===== config.mk =====
export PLATFORM = sky130hd
export DESIGN_NAME = mem_port_arbiter
export DESIGN_NICKNAME = d
export VERILOG_FILES = /design/src/rtl/cpu_mem_pkg.sv /design/src/rtl/rd_tag_pipe.sv /design/src/rtl/mem_port_arbiter.sv
export SDC_FILE = /design/constraint.sdc
export NUM_CORES = 1
export LEC_CHECK = 0
export ABC_AREA = 1
export CORE_ASPECT_RATIO = 0.5
export CORE_MARGIN = 4
export CORE_UTILIZATION = 39
export CTS_CLUSTER_SIZE = 8
export DETAILED_ROUTE_END_ITERATION = 8
export PLACE_DENSITY = 0.92
export REMOVE_ABC_BUFFERS = 1
export SLEW_MARGIN = 10
export SYNTH_ARGS = -nofsm -noshare
export SYNTH_HDL_FRONTEND = slang
export SYNTH_SLANG_ARGS = --single-unit

===== constraint.sdc =====
create_clock -name clk -period 6.06 [get_ports clk]
set_input_delay 1.515 -clock clk [delete_from_list [all_inputs] [get_ports clk]]
set_output_delay 1.515 -clock clk [all_outputs]
set_load 0.05 [all_outputs]

===== src/rtl/cpu_mem_pkg.sv =====
// Shared types for the CPU memory-port arbiter: read owners, arbiter states and read tags.
package cpu_mem_pkg;

    typedef enum logic {OWN_IF, OWN_LS} owner_e;

    typedef enum logic [1:0] {ARB, LOCK_IF, LOCK_LS} arb_state_e;

    typedef struct packed {
        logic   valid;
        owner_e owner;
    } rd_tag_t;

    localparam int unsigned TAG_W    = $bits(rd_tag_t);
    // Wide enough for the largest supported streak limit (15).
    localparam int unsigned STREAK_W = 4;

endpackage


===== src/rtl/rd_tag_pipe.sv =====
// Fixed-latency shift register of read tags; the output stage names the owner of the
// read data arriving from memory this cycle.
module rd_tag_pipe
    import cpu_mem_pkg::*;
#(
    parameter int unsigned DEPTH = 1
) (
    input  logic             clk,
    input  logic             reset,
    input  logic [TAG_W-1:0] tag_in,
    output logic [TAG_W-1:0] tag_out
);

    rd_tag_t pipe_q [DEPTH];

    always_ff @(posedge clk or posedge reset) begin
        if (reset) begin
            for (int i = 0; i < DEPTH; i++) begin
                pipe_q[i] <= '{valid: 1'b0, owner: OWN_IF};
            end
        end else begin
            pipe_q[0] <= rd_tag_t'(tag_in);
            for (int i = 1; i < DEPTH; i++) begin
                pipe_q[i] <= pipe_q[i-1];
            end
        end
    end

    assign tag_out = pipe_q[DEPTH-1];

endmodule


===== src/rtl/mem_port_arbiter.sv =====
// Shares one single-port memory between instruction fetch and load/store. Load/store wins
// arbitration until its streak limit is hit while fetch waits; stalled commands are locked.
module mem_port_arbiter
    import cpu_mem_pkg::*;
#(
    parameter int unsigned ADDR_W          = 16,
    parameter int unsigned DATA_W          = 16,
    parameter int unsigned READ_LATENCY    = 1,
    parameter int unsigned MAX_LDST_STREAK = 4
) (
    input  logic              clk,
    input  logic              reset,
    input  logic              i_if_rd,
    input  logic [ADDR_W-1:0] i_if_addr,
    output logic              o_if_waitrequest,
    output logic [DATA_W-1:0] o_if_rddata,
    output logic              o_if_rddatavalid,
    input  logic              i_ls_rd,
    input  logic              i_ls_wr,
    input  logic [ADDR_W-1:0] i_ls_addr,
    input  logic [DATA_W-1:0] i_ls_wrdata,
    output logic              o_ls_waitrequest,
    output logic [DATA_W-1:0] o_ls_rddata,
    output logic              o_ls_rddatavalid,
    output logic [ADDR_W-1:0] o_mem_addr,
    output logic              o_mem_rd,
    output logic              o_mem_wr,
    output logic [DATA_W-1:0] o_mem_wrdata,
    input  logic              i_mem_waitrequest,
    input  logic [DATA_W-1:0] i_mem_rddata
);

    localparam logic [STREAK_W-1:0] STREAK_MAX = STREAK_W'(MAX_LDST_STREAK);

    arb_state_e          state_q, state_d;
    logic [STREAK_W-1:0] streak_q, streak_d;
    logic                ls_req, if_pick, ls_pick, accept, rd_accept;
    rd_tag_t             tag_in, tag_out;
    logic [DATA_W-1:0]   if_data_q, ls_data_q;

    assign ls_req = i_ls_rd | i_ls_wr;

    always_comb begin
        state_d = state_q;
        if_pick = 1'b0;
        ls_pick = 1'b0;
        unique case (state_q)
            ARB: begin
                if (i_if_rd && (!ls_req || streak_q == STREAK_MAX)) begin
                    if_pick = 1'b1;
                end else if (ls_req) begin
                    ls_pick = 1'b1;
                end
                if (i_mem_waitrequest && if_pick) begin
                    state_d = LOCK_IF;
                end else if (i_mem_waitrequest && ls_pick) begin
                    state_d = LOCK_LS;
                end
            end
            LOCK_IF: begin
                if_pick = 1'b1;
                if (!i_mem_waitrequest) state_d = ARB;
            end
            LOCK_LS: begin
                ls_pick = 1'b1;
                if (!i_mem_waitrequest) state_d = ARB;
            end
            default: state_d = ARB;
        endcase
        // Grants are suppressed while reset is held so the memory sees no command.
        if (reset) begin
            if_pick = 1'b0;
            ls_pick = 1'b0;
        end
    end

    always_comb begin
        o_mem_rd     = 1'b0;
        o_mem_wr     = 1'b0;
        o_mem_addr   = '0;
        o_mem_wrdata = '0;
        if (if_pick) begin
            o_mem_rd   = 1'b1;
            o_mem_addr = i_if_addr;
        end else if (ls_pick) begin
            // A store masks a simultaneous (illegal) load.
            o_mem_wr     = i_ls_wr;
            o_mem_rd     = i_ls_rd & ~i_ls_wr;
            o_mem_addr   = i_ls_addr;
            o_mem_wrdata = i_ls_wrdata;
        end
    end

    assign accept           = (if_pick | ls_pick) & ~i_mem_waitrequest;
    assign rd_accept        = accept & o_mem_rd;
    assign o_if_waitrequest = ~(if_pick & accept);
    assign o_ls_waitrequest = ~(ls_pick & accept);

    always_comb begin
        streak_d = streak_q;
        if (!i_if_rd || (if_pick && accept)) begin
            streak_d = '0;
        end else if (ls_pick && accept && streak_q < STREAK_MAX) begin
            streak_d = streak_q + 1'b1;
        end
    end

    always_ff @(posedge clk or posedge reset) begin
        if (reset) begin
            state_q  <= ARB;
            streak_q <= '0;
        end else begin
            state_q  <= state_d;
            streak_q <= streak_d;
        end
    end

    assign tag_in = '{valid: rd_accept, owner: (ls_pick ? OWN_LS : OWN_IF)};

    rd_tag_pipe #(
        .DEPTH(READ_LATENCY)
    ) u_rd_tag_pipe (
        .clk    (clk),
        .reset  (reset),
        .tag_in (tag_in),
        .tag_out(tag_out)
    );

    assign o_if_rddatavalid = tag_out.valid && (tag_out.owner == OWN_IF);
    assign o_ls_rddatavalid = tag_out.valid && (tag_out.owner == OWN_LS);
    assign o_if_rddata      = o_if_rddatavalid ? i_mem_rddata : if_data_q;
    assign o_ls_rddata      = o_ls_rddatavalid ? i_mem_rddata : ls_data_q;

    always_ff @(posedge clk or posedge reset) begin
        if (reset) begin
            if_data_q <= '0;
            ls_data_q <= '0;
        end else begin
            if (o_if_rddatavalid) if_data_q <= i_mem_rddata;
            if (o_ls_rddatavalid) ls_data_q <= i_mem_rddata;
        end
    end

endmodule


-- After elaboration in Yosys (flattened, before gate mapping)
Cells that the tools add are included.
- register bits: 40
- reduce and logical (&&, ||, !) cells: 16
- muxes and demuxes: 26
- bitwise gates (word level): 12
- add/sub/neg operators: 1
- order comparisons: 1
- equality and inequality tests: 5
- operators with widths (cell ; count):
    $mux W16 ; 6
    $mux W1 ; 12
    $logic_and A1 B1 Y1 ; 8
    $mux W4 ; 2
    $mux W2 ; 3
    $and A1 B1 Y1 ; 5
    $not A1 Y1 ; 5
    $add A4 B1 Y4 const B ; 1
    $eq A4 B3 Y1 const B ; 1
    $lt A4 B3 Y1 const B ; 1
    $pmux W1 S2 ; 2
    $pmux W2 S2 ; 1
    $ne A3 B3 Y1 const B ; 1
    $eq A2 B1 Y1 const B ; 1
    $eq A2 B2 Y1 const B ; 1
    $logic_not A1 Y1 ; 2
    $logic_not A2 Y1 ; 1
    $logic_or A1 B1 Y1 ; 2
    $ne A2 B2 Y1 const B ; 1
    $or A1 B1 Y1 ; 2
    $reduce_and A2 Y1 ; 1
    $reduce_bool A2 Y1 ; 1
    $reduce_or A2 Y1 ; 1

-- Logic depth before layout (Yosys ltp)
Gate-level depths: netlist of run 1.
- word-level depth: 14
- mapped depth: 12

-- Hierarchy
Synthesis of run 1 repeated with hierarchy kept, for this count alone.
- cell total of the unflattened synthesis: 284
- area total of the unflattened synthesis: 2174.6 µm²
- by module, submodules not included (module ; area an instance (µm²) ; cells an instance ; seq. area each (µm²) ; times used):
    mem_port_arbiter ; 2120.8 ; 281 ; 950.9 ; 1
    rd_tag_pipe ; 53.8 ; 3 ; 50.0 ; 1

-- Worst setup path before layout of run 1
No wires, ideal clock.
- kind: input to output
- start point: input reset
- end point: output o_mem_addr[12]
- required time: 4.545 ns
- data arrival time: 3.316 ns
- setup slack: 1.229 ns
- buffers on the path: 1
- stages on the path: 6
- path through: inv_1 -> nand2_4 -> inv_2 -> buf_6 -> nand2_1 -> nand2_1
- longest elaborated chain between the ends: 3
- elaborated cells between the ends (all ways): 4
- classes of those cells: mux: 4
- ends and longest elaborated chain (element ; line ; text):
    from (decl) ; mem_port_arbiter.sv:12 ; input logic reset,
    $mux W1 ; mem_port_arbiter.sv:71 ; if (reset) begin
    $mux W16 ; mem_port_arbiter.sv:85 ; end else if (ls_pick) begin
    $mux W16 (*) ; mem_port_arbiter.sv:82 ; if (if_pick) begin
    to (decl) ; mem_port_arbiter.sv:25 ; output logic [ADDR_W-1:0] o_mem_addr,
Every way passes the cells marked *; elsewhere a longest branch is shown, timed or not.

-- Final worst setup path of run 1
- start point: input i_ls_wr
- end point: output o_mem_wrdata[6]
- longest elaborated chain between the ends: 10
- elaborated cells between the ends (all ways): 15
- classes of those cells: mux: 11; bitwise: 1; reduce/logical: 3
- ends and longest elaborated chain (element ; line ; text):
    from (decl) ; mem_port_arbiter.sv:19 ; input logic i_ls_wr,
    $or A1 B1 Y1 (*) ; mem_port_arbiter.sv:41 ; assign ls_req = i_ls_rd | i_ls_wr;
    $logic_not A1 Y1 ; mem_port_arbiter.sv:49 ; if (i_if_rd && (!ls_req || streak_q == STREAK_MAX)) begin
    $logic_or A1 B1 Y1 ; mem_port_arbiter.sv:49 ;
    $logic_and A1 B1 Y1 ; mem_port_arbiter.sv:49 ;
    $mux W1 ; mem_port_arbiter.sv:49 ;
    $mux W1 ; mem_port_arbiter.sv:47 ; unique case (state_q)
    $pmux W1 S2 ; mem_port_arbiter.sv:47 ;
    $mux W1 ; mem_port_arbiter.sv:71 ;
    $mux W16 ; mem_port_arbiter.sv:85 ;
    $mux W16 (*) ; mem_port_arbiter.sv:82 ;
    to (decl) ; mem_port_arbiter.sv:28 ; output logic [DATA_W-1:0] o_mem_wrdata,
Every way passes the cells marked *; elsewhere a longest branch is shown, timed or not. The select of a mux whose other input is x is not followed.

==> metrics, run 1 <==
outcome finished, final reports clean; most common cell after layout, fill and taps aside clkdlybuf4s50_1; RSZ-0062 raised after global routing false; routed vias/inst 4.645; Post-CTS Setup Bufs 0; die area 6896 um^2; cells after synthesis 283; most frequent CP cell nand2_2; final wirelength 6.403 mm; Overall Global Routing Usage 18.37%; H-tree depth 2; Antenna Cells 0; insertion delay to the later sink of the worst-skew pair 0.29 ns; Die Y 60.76 um; CTS buffer count 5; DRC violations left 0; clk root buf clkbuf_8; CTS tree done; Starting Density 42.09%; Final ANT Viol Nets 0; Gate power share 68.2%; Seq pwr share 22.4%; fin crit share 91.10%; number of port buffers 139; drt pass-1 iters 4; Arrival @ worst endpoint 4.01 ns; final setup fails 0; clock buffer depth 2; Top delay family on crit path buffers and inverters; core box area 5157 um^2; WL per Instance 13.07 um; post-synth top area share 46.11%; Net Sw Frac 53.47%; 1st-iter DRT viols 105; Post-Place Cells 482; sequential-to-total area share from yosys stat 46.11%; CTS clock-pin slew for the worst setup and hold paths 0.07 ns; Fmax achieved 181.1 MHz; Leak Pwr 1.769 nW; Max Cap Viol 0; area leader, netlist dfrtp_1; gpl congestion 0.7781; vias in the first global route 2200; Rows 18; dpl hpwl 5.032 mm; Slew @ Worst Pin 0.9383 ns; share of cells above drive strength 1 10.71%; CP required 4.55 ns; Sw Pwr 1.022 mW; HP Class flip-flop to flip-flop; crit-path max cell delay 0.81 ns; Slowest-stage cell, CP clkdlybuf4s50_1; Final Non-Filler Cells 490; Yosys reg bits 40; Pins Over Slew Limit 0; Cell Chain, Critical Path clkdlybuf4s50_1 > inv_1 > nand2_2 > nand2_2 > nand3_1 > nand2_2 > nand2_4 > inv_2 > buf_4 > nor2_2 > clkdlybuf4s50_1; CTS Sinks 40; most frequent cells in the layout 130 x clkdlybuf4s50_1, 95 x nand2_1, 40 x dfrtp_1; crit path buf inv count 5; via count 2276; Max Clock Skew 0.007671 ns; Mapped Area 2171 um^2; Area Growth Syn to Fin 68.65%; Fin Setup TNS 0 ns; worst vdd ir 0.2354 mV; CTS resizes 0; first-pass GRT wire length 9.977 mm; io pins 140; main area contributors after synthesis dfrtp_1 46%, nand2_1 16%, o21ai_0 7.8%; nets 494; syn_area_per_cell 7.671 um^2; initial antenna violation count 0; Setup crit end kind output pin; Netlist cell types 20; Remaining Overflow, GRT 0; chip width 113.5 um; crit-path max FO 29; hold buffer count at CTS 0; Max-slew headroom 37.30%; Clock power frac 9.5%; largest net degree at the start of global routing 44; critical path class input pin to output pin; synth warn 0; fin crit period 5.521 ns; Pint 889.3 uW; Worst Setup Start Kind input pin; final hold violation count 0; R2R Setup Slk 4.43 ns; PwrDens 522.1 nW/um^2
through the flow:
stage	setup WS, ns	instance area [um^2]	hold slack, ns	power (mW)	util, %
after global placement	0.5984	3567	0.4744	1.719	69.17
final	0.5392	3661	0.4949	1.911	70.99
after detailed placement	0.5378	3567	0.4841	1.740	69.17
after global routing	0.3562	3661	0.5295	2.017	70.99
after floorplan	0.9288	2076	0.4699	1.288	-
after CTS	0.5272	3661	0.5015	1.930	70.99
synthesized netlist by cell type (all sizes together):
| cell type | number |
|---|---|
| a21oi | 2 |
| nand4 | 2 |
| buf | 7 |
| o21ai | 34 |
| ha | 5 |
| xnor2 | 1 |
| nand3b | 1 |
| nand2 | 104 |
| clkbuf | 6 |
| inv | 33 |
| nand3 | 24 |
| dfrtp | 40 |
| nor2 | 24 |
tightest hold or removal path, delay by kind of cell, from the launching register on:
family	cells	cell delay [ns]
flip-flops	1	0.32
AO/OA/AOI/OAI	1	0.09
AND/OR/NAND/NOR	1	0.04
flip-flops by register name, summed over array words and instances (netlist names):
signal and cells:
if_data_q 16, streak_q 4, ls_data_q 16, state_q 2
u_rd_tag_pipe.tag_out 2
layout make-up:
cell class	count	area, um^2
Inverter	33	123.9
Clock inverter	1	7.507
Timing Repair Buffer	142	1404
Sequential cell	40	1001
Clock buffer	7	86.33
Tap cell	70	87.58
Fill cell	382	1496
Multi-Input combinational cell	197	950.9
worst paths after layout:
kind / depth (start not counted) / end / from
setup / recovery: 11 / o_mem_wrdata[6] / i_ls_wr
hold / removal: 2 / ls_data_q[4] / ls_data_q[4]
setup reg to reg: 11 / streak_q[0] / streak_q[0]
hold reg to reg: 2 / ls_data_q[4] / ls_data_q[4]
max in group asynchronous: 3 / ls_data_q[4] / reset
min in group asynchronous: 3 / state_q[0] / reset
power by group through the flow:
stage                     clock (mW)  sequential, mW  combinational, mW
after floorplan                    0           0.424              0.863
after global placement             0           0.425               1.29
after detailed placement           0           0.433               1.31
after CTS                      0.187           0.428               1.31
after global routing           0.197           0.443               1.38
final                          0.181           0.427               1.30
routing by layer:
metal	global-route usage (%)	wire length, um	vias up
li1	-	-	1144
met1	21.23	2464	1038
met2	33.22	3404	86
met3	6.175	450	8
met4	5.822	83	0
met5	0	0	-
cells by family (layout without fill, tap and decap cells):
logic type	count (synthesis)	in the layout	synth area share, %
adder cells (fa/ha/maj)	5	5	2.882
XOR/XNOR	1	1	0.4035
AO/OA/AOI/OAI	36	36	8.818
flip-flops	40	40	46.11
buffers and inverters	46	183	10.09
AND/OR/NAND/NOR	155	155	31.70
Power figures use the tool's default switching activity.
==> run 2: changes to the inputs <==
==> constraint.sdc (replaced) <==
create_clock -name clk -period 6.8 [get_ports clk]
set_input_delay 1.7 -clock clk [delete_from_list [all_inputs] [get_ports clk]]
set_output_delay 1.7 -clock clk [all_outputs]
set_load 0.05 [all_outputs]
==> run 2 against run 1 <==
Sequential share of layout area is 0.18 points lower. Sequential power is 11% lower. Flip-flop and latch count unchanged. Routed wire length grew 5.8%. Final area rose by 0.65%. Global-route usage increased by 1.4 points.
==> metrics, run 2 (same netlist as run 1, synthesis figures left out) <==
outcome finished, final reports clean (unchanged); via count 2268 (was 2276); largest net degree at the start of global routing 44 (unchanged); 1st-iter DRT viols 96 (was 105); Starting Density 42.09% (unchanged); CTS clock-pin slew for the worst setup and hold paths 0.07 ns (about the same); Worst Setup Start Kind input pin (unchanged); io pins 140 (unchanged); Die Y 60.76 um (unchanged); crit-path max FO 33 (was 29); Antenna Cells 0 (unchanged); Setup crit end kind output pin (unchanged); routed vias/inst 4.638 (was 4.645); fin crit period 6.026 ns; final hold violation count 0 (unchanged); share of cells above drive strength 1 8.592% (was 10.71%); CTS Sinks 40 (unchanged); worst vdd ir 0.3234 mV (was 0.2354 mV); hold buffer count at CTS 0 (unchanged); critical path class input pin to output pin (unchanged); min-delay src if_data_q[15] (was ls_data_q[4]); Max-slew headroom 34.70% (was 37.30%); Fin Setup TNS 0 ns (unchanged); Rows 18 (unchanged); Arrival @ worst endpoint 4.33 ns (was 4.01 ns); Slew @ Worst Pin 0.9771 ns (was 0.9383 ns); Remaining Overflow, GRT 0 (unchanged); H-tree depth 2 (unchanged); clock buffer depth 2 (unchanged); most common cell after layout, fill and taps aside clkdlybuf4s50_1 (unchanged); Pins Over Slew Limit 0 (unchanged); Max Clock Skew 0.005439 ns (was 0.007671 ns); fin crit share 88.62%; first-pass GRT wire length 10.57 mm (was 9.977 mm); CTS buffer count 5 (unchanged); # fillers 410 (was 382); WL per Instance 13.85 um (was 13.07 um); RSZ-0062 raised after global routing false (unchanged); CTS resizes 0 (unchanged); Max Cap Viol 0 (unchanged); gpl congestion 0.7877 (was 0.7781); Area Growth Syn to Fin 69.74% (was 68.65%); drt pass-1 iters 4 (unchanged); Top Registers if_data_q (16), ls_data_q (16), streak_q (4) (unchanged); clk root buf clkbuf_8 (unchanged); core box area 5157 um^2 (unchanged); CP required 5.10 ns (was 4.55 ns); initial antenna violation count 0 (unchanged); Overall Global Routing Usage 19.74% (was 18.37%); dpl hpwl 4.996 mm (was 5.032 mm); HP Class flip-flop to flip-flop (unchanged); DRC violations left 0 (unchanged); final wirelength 6.774 mm (was 6.403 mm); crit path launch i_ls_wr (unchanged); chip width 113.5 um (unchanged); insertion delay to the later sink of the worst-skew pair 0.29 ns (about the same); CTS tree done (unchanged); final setup fails 0 (unchanged); Reg-to-Reg Start streak_q[0] (unchanged); Final ANT Viol Nets 0 (unchanged); die area 6896 um^2 (unchanged); most frequent cells in the layout 139 x clkdlybuf4s50_1, 95 x nand2_1, 40 x dfrtp_1 (was 130 x clkdlybuf4s50_1, 95 x nand2_1, 40 x dfrtp_1); number of port buffers 139 (unchanged); Leak Pwr 1.755 nW (was 1.769 nW); nets 493 (was 494); PwrDens 472.3 nW/um^2 (was 522.1 nW/um^2); Fmax achieved 165.9 MHz; final hold slack 0.5015 ns (was 0.4949 ns); vias in the first global route 2270 (was 2200); Post-CTS Setup Bufs 0 (unchanged)
[run 2: cell count changes in the layout (fill, tap and decap cells not counted)]
cell / before / now
buf_12: 1 / 0
buf_4: 11 / 2
bufinv_16: 0 / 1
clkbuf_1: 1 / 0
clkbuf_8: 6 / 5
clkdlybuf4s50_1: 130 / 139
inv_6: 0 / 1
[run 2: worst paths after layout]
check                            endpoint  slack [ns]  depth (start not counted)
max                        o_mem_addr[11]        0.77                         11
min                         if_data_q[15]        0.50                          2
max reg2reg                   streak_q[1]        5.08                         11
min reg2reg                 if_data_q[15]        0.50                          2
max in group asynchronous    if_data_q[1]        4.41                          3
min in group asynchronous   if_data_q[10]        2.04                          3
[run 2: cell type report]
class                           instances  area (um^2)  area share [%]
Timing Repair Buffer                  141         1406           38.17
Sequential cell                        40         1001           27.16
Multi-Input combinational cell        197        950.9           25.81
Inverter                               33        123.9           3.362
Tap cell                               70        87.58           2.377
Clock buffer                            5        68.82           1.868
Clock inverter                          3        46.29           1.256
[run 2: critical path, stage by stage]
cell and delay (ns):
clkdlybuf4s50_1 0.43, inv_1 0.10, nand2_2 0.08, nand2_2 0.10, nand3_1 0.10, nand2_2 0.12
nand2_4 0.15, inv_2 0.50, nand2_1 0.12, nand2_1 0.10, clkdlybuf4s50_1 0.82
[run 2: per-stage QoR]
stage | instance area [um^2] | std cells | power [mW] | utilization (%) | setup WS (ns)
6_report | 3685 | 489 | 1.740 | 71.45 | 0.7737
4_1_cts | 3685 | 489 | 1.752 | 71.45 | 0.7502
3_5_place_dp | 3570 | 481 | 1.545 | 69.21 | 0.8032
5_1_grt | 3685 | 489 | 1.835 | 71.45 | 0.5797
2_1_floorplan | 2076 | 270 | 1.148 | - | 1.299
3_3_place_gp | 3570 | 481 | 1.526 | 69.21 | 0.8731
[run 2: power by group]
part           leakage [nW]  total (mW)  switching (mW)  internal, mW
Sequential            0.484       0.381          0.0360         0.345
Clock                0.0548       0.197          0.0861         0.110
Combinational          1.22        1.16           0.801         0.362
[run 2: routing by layer]
metal / share of wire [%] / wire length [um] / vias to the layer above / GRT usage, %
met5: 0 / 0 / - / 0
met4: 1.5 / 102 / 0 / 6.849
li1: - / - / 1145 / -
met2: 54 / 3649 / 78 / 36.82
met3: 5.0 / 340 / 8 / 4.382
met1: 40 / 2681 / 1037 / 23.16
==> run 3: changes to the inputs <==
--- a/config.mk
+++ b/config.mk
@@ -6,6 +6,7 @@
 export NUM_CORES = 1
 export LEC_CHECK = 0
 export ABC_AREA = 1
+export CAP_MARGIN = 20
 export CORE_ASPECT_RATIO = 0.5
 export CORE_MARGIN = 4
 export CORE_UTILIZATION = 39
==> results of run 3 <==
The final DEF is identical to that of run 2; final timing and power are the same.
